### config.mk
export PLATFORM = sky130hd
export DESIGN_NAME = muldiv_unit
export DESIGN_NICKNAME = d
export VERILOG_FILES = /design/src/rtl/muldiv_unit.sv
export SDC_FILE = /design/constraint.sdc
export NUM_CORES = 2
export LEC_CHECK = 0
export CAP_MARGIN = 20
export CORE_UTILIZATION = 40
export CTS_CLUSTER_DIAMETER = 40
export CTS_CLUSTER_SIZE = 25
export DETAILED_ROUTE_END_ITERATION = 12
export SLEW_MARGIN = 20
export SYNTH_ARGS = -nofsm -noshare
export SYNTH_HDL_FRONTEND = slang
export SYNTH_SLANG_ARGS = --single-unit
export TNS_END_PERCENT = 100
### constraint.sdc
create_clock -name clk -period 10.2 [get_ports clk]
set_clock_uncertainty 0.1 [all_clocks]
set_input_delay 2.04 -clock clk [delete_from_list [all_inputs] [get_ports clk]]
set_output_delay 2.04 -clock clk [all_outputs]
set_load 0.02 [all_outputs]
### src/rtl/muldiv_unit.sv
// ---------------------------------------------------------------------------
// muldiv_unit
//
// Multi-cycle multiply/divide unit with HI/LO result registers. It sits in
// EX next to the combinational ALU. One operation is accepted per start
// pulse while idle; busy covers the whole iteration and done pulses for one
// cycle once HI/LO hold the final result.
//
// Ports
//   clk          rising-edge clock
//   rstn         asynchronous active-low reset
//   start        request, accepted only while busy=0
//   op           0 MULT, 1 MULTU, 2 DIV, 3 DIVU, 4 MTHI, 5 MTLO, 6-7 ignored
//   a            rs operand (dividend / multiplicand / MTHI-MTLO data)
//   b            rt operand (divisor / multiplier)
//   flush        synchronous abort of the in-flight operation
//   busy         operation in flight
//   done         one-cycle pulse, HI/LO were updated by the previous edge
//   div_by_zero  qualifies done: DIV/DIVU saw b==0; held until next done
//   hi, lo       HI and LO result registers
// ---------------------------------------------------------------------------
module muldiv_unit #(
    parameter int WIDTH   = 32,
    parameter int MUL_LAT = 4
) (
    input  logic             clk,
    input  logic             rstn,
    input  logic             start,
    input  logic [2:0]       op,
    input  logic [WIDTH-1:0] a,
    input  logic [WIDTH-1:0] b,
    input  logic             flush,
    output logic             busy,
    output logic             done,
    output logic             div_by_zero,
    output logic [WIDTH-1:0] hi,
    output logic [WIDTH-1:0] lo
);

    localparam logic [2:0] OP_MULT  = 3'd0;
    localparam logic [2:0] OP_MULTU = 3'd1;
    localparam logic [2:0] OP_DIV   = 3'd2;
    localparam logic [2:0] OP_DIVU  = 3'd3;
    localparam logic [2:0] OP_MTHI  = 3'd4;
    localparam logic [2:0] OP_MTLO  = 3'd5;

    // Counter must reach WIDTH-1 (divide steps) and MUL_LAT-1 (<= 7).
    localparam int CW = $clog2(WIDTH) + 1;

    typedef enum logic [2:0] {
        IDLE,
        MUL,
        DPREP,
        DITER,
        DFIX
    } state_t;

    state_t state, state_nxt;

    logic [CW-1:0]    cnt;
    logic [WIDTH-1:0] opa, opb;     // operands latched at accept
    logic             sgn;          // signed flavour (MULT / DIV)
    logic [WIDTH-1:0] rem;          // partial remainder
    logic [WIDTH-1:0] quot;         // dividend shifting out, quotient shifting in
    logic [WIDTH-1:0] dvs;          // divisor magnitude
    logic             neg_q, neg_r; // sign fix-ups applied in DFIX

    logic accept, start_mul, start_div;

    assign accept    = (state == IDLE) && start && !flush;
    assign start_mul = (op == OP_MULT) || (op == OP_MULTU);
    assign start_div = (op == OP_DIV)  || (op == OP_DIVU);
    assign busy      = (state != IDLE);

    // -----------------------------------------------------------------------
    // Multiplier: both operands extended to 2*WIDTH bits so the low 2*WIDTH
    // bits of the product are exact for signed and unsigned operands alike.
    // The result is only sampled after MUL_LAT cycles.
    // -----------------------------------------------------------------------
    logic [2*WIDTH-1:0] mul_a_ext, mul_b_ext, product;

    always_comb begin
        mul_a_ext = {{WIDTH{sgn & opa[WIDTH-1]}}, opa};
        mul_b_ext = {{WIDTH{sgn & opb[WIDTH-1]}}, opb};
        product   = mul_a_ext * mul_b_ext;
    end

    // -----------------------------------------------------------------------
    // Restoring divider step. The shifted remainder needs one extra bit since
    // the divisor magnitude can use all WIDTH bits.
    // -----------------------------------------------------------------------
    logic [WIDTH:0]   shifted;
    logic             q_bit;
    logic [WIDTH-1:0] rem_nxt;

    always_comb begin
        shifted = {rem, quot[WIDTH-1]};
        q_bit   = (shifted >= {1'b0, dvs});
        // Result is below dvs whenever subtracted, so WIDTH bits suffice.
        rem_nxt = q_bit ? (shifted[WIDTH-1:0] - dvs) : shifted[WIDTH-1:0];
    end

    logic             neg_a, neg_b;
    logic [WIDTH-1:0] abs_a, abs_b;

    always_comb begin
        neg_a = sgn & opa[WIDTH-1];
        neg_b = sgn & opb[WIDTH-1];
        abs_a = neg_a ? -opa : opa;
        abs_b = neg_b ? -opb : opb;
    end

    // -----------------------------------------------------------------------
    // State register
    // -----------------------------------------------------------------------
    // NOTE: sequential state uses non-blocking assignments so every register
    // samples pre-edge values regardless of statement order.
    always_ff @(posedge clk or negedge rstn) begin
        if (!rstn) state <= IDLE;
        else       state <= state_nxt;
    end

    // -----------------------------------------------------------------------
    // Next-state logic
    // -----------------------------------------------------------------------
    always_comb begin
        // NOTE: default first so no path leaves state_nxt unassigned (latch).
        state_nxt = state;
        case (state)
            IDLE: begin
                if (accept && start_mul) state_nxt = MUL;
                if (accept && start_div) state_nxt = DPREP;
            end
            MUL:   if (cnt == '0) state_nxt = IDLE;
            DPREP: state_nxt = (opb == '0) ? IDLE : DITER;
            DITER: if (cnt == '0) state_nxt = DFIX;
            DFIX:  state_nxt = IDLE;
            default: state_nxt = IDLE;
        endcase
        if (flush) state_nxt = IDLE;
    end

    // -----------------------------------------------------------------------
    // Datapath and result registers
    // -----------------------------------------------------------------------
    // NOTE: the operand and iteration registers are reset too, so that no X
    // can ever reach hi/lo through the multiplier or divider paths.
    always_ff @(posedge clk or negedge rstn) begin
        if (!rstn) begin
            cnt         <= '0;
            opa         <= '0;
            opb         <= '0;
            sgn         <= 1'b0;
            rem         <= '0;
            quot        <= '0;
            dvs         <= '0;
            neg_q       <= 1'b0;
            neg_r       <= 1'b0;
            done        <= 1'b0;
            div_by_zero <= 1'b0;
            hi          <= '0;
            lo          <= '0;
        end else begin
            done <= 1'b0;
            case (state)
                IDLE: begin
                    if (accept) begin
                        opa <= a;
                        opb <= b;
                        sgn <= (op == OP_MULT) || (op == OP_DIV);
                        if (start_mul) cnt <= CW'(MUL_LAT - 1);
                        if (op == OP_MTHI) hi <= a;
                        if (op == OP_MTLO) lo <= a;
                    end
                end
                MUL: begin
                    if (!flush) begin
                        if (cnt == '0) begin
                            {hi, lo}    <= product;
                            done        <= 1'b1;
                            div_by_zero <= 1'b0;
                        end else begin
                            cnt <= cnt - 1'b1;
                        end
                    end
                end
                DPREP: begin
                    if (!flush) begin
                        if (opb == '0) begin
                            hi          <= opa;
                            lo          <= '1;
                            done        <= 1'b1;
                            div_by_zero <= 1'b1;
                        end else begin
                            quot  <= abs_a;
                            dvs   <= abs_b;
                            rem   <= '0;
                            neg_q <= neg_a ^ neg_b;
                            neg_r <= neg_a;
                            cnt   <= CW'(WIDTH - 1);
                        end
                    end
                end
                DITER: begin
                    if (!flush) begin
                        rem  <= rem_nxt;
                        quot <= {quot[WIDTH-2:0], q_bit};
                        cnt  <= cnt - 1'b1;
                    end
                end
                DFIX: begin
                    if (!flush) begin
                        // MIN / -1 wraps back to MIN here, which is the
                        // required overflow result.
                        lo          <= neg_q ? -quot : quot;
                        hi          <= neg_r ? -rem  : rem;
                        done        <= 1'b1;
                        div_by_zero <= 1'b0;
                    end
                end
                default: ;
            endcase
        end
    end

endmodule

==> results.tsv <==
metric	value	unit
status	complete, no violations	
placed cells	7797	
gr ovfl total	0	
cell row count	133	
drt first-iter violations	3699	
die height	367.2	um
Die Area	134800	sq um
Area Growth Syn to Fin	9.793	%
IO Count	138	
Hold Startpoint	lo[27]	
CTS tree	done	
Worst Path Arrival	9.93	ns
Initial Util	40.42	%
vias after detailed routing	42470	
Mapped Cells	6149	
Vias/cell	5.380	
Pre-Repair DR Iteration Count	8	
vias in the first global route	44370	
clk_lat worst skew	0.63	ns
port buffer count	137	
DP Wirelength	140600	um
largest delay contributor family on the critical path	adder cells	
synth top area cells	fa_1, dfrtp_1, inv_1	
EDFF count, synth	0	
Reg2Reg Launch Point	opb[7]	
DRC Markers	0	
Max Slew Vio Count	0	
register area share after synthesis	11.17	%
Final Setup Violations	0	
CP startpoint	opb[7]	
Final Util	44.38	%
final worst path period need	9.592	ns
Post CTS Setup Buffer Count	0	
crit path capture type	flip-flop	
htree depth	2	
most used cell, CP	fa_1	
Reg clk slew, reported paths	0.05	ns
Root Driver	clkbuf_16	
TritonCTS buffer count	52	
ys async rst share	100.0	%
startpoint types	flip-flop	
non-filler cells, final	7894	
die extent in x	367.2	um
distinct cell type count after synthesis	77	
Synth area leader	fa_1	
final WL	172500	um
Synth Area in Simple Gates	16.18	%
post-cts resize count	0	
# clock sinks	238	
antenna violations before repair	8	
CP bufs+invs	7	
Longest Clk Path Bufs	3	
syn_area_per_cell	8.675	sq um
Post-DRT Antenna Nets	0	
area of the mapped netlist	53340	sq um
WS Path Type	flip-flop to flip-flop	
Total GRT Usage	26.11	%
slowest CP cell	dfrtp_1	
Hold Fails Final Rpt	0	
mux cell area share after synthesis	0.6146	%
Final Net Count	7545	
top cell type's share of synthesized area	42.26	%
crit-path max FO	19	
largest net degree at the start of global routing	111	
syn_nets	7596	
Routability Congestion	0.9566	
hold_buf cts	0	
min-delay worst type	flip-flop to flip-flop	
Max Fclk	0.1043	GHz
Syn. warnings	0	
CP required	10.53	ns
crit share post-route	94.04	%
Slew headroom	17.43	%
post-synthesis register bit count	238	
Fin Setup TNS	0	ns
layout cell share with drive strength beyond 1	4.839	%
Primary FF master, synth	dfrtp_1	
complex-gate fraction of the synthesized area	9.120	%
core area	132000	sq um
first-pass GRT wire length	270400	um
largest family of logic cells by synthesized area	adder cells	
worst-margin pin slew	1.207	ns
Synth Area in Adders	48.14	%
RSZ-0062 raised after global routing	no	
max cap viols	0	
routed length per instance	21.86	um
Post-Synth XOR/XNOR Area	3.465	%
Critical Path Max Stage Delay	1.16	ns
[placed cells by master, fill, tap and decap left out, types with 13 or more instances in the layout]
master,netlist,layout
a211oi_1,16,16
a21o_1,44,44
a21oi_1,169,169
a221oi_1,13,13
a222oi_1,16,16
a31oi_1,27,27
and2_1,347,347
and3_1,28,28
buf_4,0,145
clkbuf_16,0,53
clkdlybuf4s50_1,0,136
dfrtp_1,238,230
fa_1,1126,1125
ha_1,250,250
inv_1,1203,1203
mux2i_1,26,26
nand2_1,1150,1148
nand2b_1,29,29
nand3_1,43,43
nand4_1,18,18
nor2_1,167,163
nor3_1,38,37
nor4_1,13,13
o21ai_0,296,296
o21bai_1,21,21
o221ai_1,15,15
o22ai_1,25,24
o31ai_1,37,37
o41ai_1,18,18
or3_1,17,16
or4_1,16,16
xnor2_1,113,113
xor2_1,98,98
[final timing paths]
path	to	slack, ns	cells after the start
max in group asynchronous	opa[31]	6.81	2
min in group asynchronous	rem[27]	1.33	1
setup reg to reg	hi[23]	0.61	25
hold reg to reg	lo[27]	0.38	2
setup / recovery	hi[23]	0.61	25
hold / removal	lo[27]	0.38	2
[state kept, by name, indices dropped and copies added (netlist names)]
signal / count
quot: 32
neg_r: 1
div_by_zero: 1
sgn: 1
dvs: 32
neg_q: 1
lo: 32
rem: 32
cnt: 6
opa: 32
state: 3
done: 1
opb: 32
hi: 32
[through the flow]
stage                     setup slack, ns  instance area, sq um  hold slack [ns]
after floorplan                     1.742                 53340           0.3709
after global placement             0.8961                 56630           0.3654
after detailed placement           0.8423                 56680           0.3691
after CTS                          0.7769                 58520           0.3806
after global routing               0.3280                 58560           0.4031
final                              0.6078                 58560           0.3774
[kinds of logic (layout without fill, tap and decap cells)]
logic type | Yosys count | after routing
and+or+nand+nor | 1907 | 1907
buffers and inverters | 1599 | 1587
adders and majority gates | 1377 | 1377
AOI/OAI and AO/OA | 785 | 785
DFF | 238 | 238
xor gates and xnor gates | 211 | 211
muxes | 32 | 32
other | 0 | 2
[synth_stat cells (all sizes together), types with 79 or more instances]
cell type / instances
inv: 1203
nand2: 1151
fa: 1126
and2: 347
clkbuf: 316
o21ai: 297
ha: 250
dfrtp: 238
a21oi: 170
nor2: 167
xnor2: 113
xor2: 98
buf: 79
[final cells by class]
| cell class | instances | area [sq um] |
|---|---|---|
| fill | 12990 | 73400 |
| inverter | 1204 | 4519 |
| multi-input combinational | 4312 | 41410 |
| sequential | 238 | 5966 |
| antenna | 2 | 5.005 |
| clock buffer | 64 | 1448 |
| clock inverter | 29 | 397.9 |
| timing repair buffer | 290 | 2618 |
| tap | 1755 | 2196 |
[routing by layer]
| metal | track usage (%) | vias to the layer above | share of wire (%) |
|---|---|---|---|
| li1 | - | 18540 | - |
| met1 | 35.42 | 21920 | 41 |
| met2 | 43.15 | 1681 | 48 |
| met3 | 3.473 | 318 | 7.5 |
| met4 | 8.349 | 4 | 3.7 |
| met5 | 0 | - | 0.019 |
[worst min-delay path, stage by stage, from the launching register on]
cell	delay, ns
dfrtp_1	0.34
nand2_1	0.04
o21ai_0	0.06
Power is not shown: default switching activity piles up to over one toggle a cycle in this logic, so the estimate is an artifact.
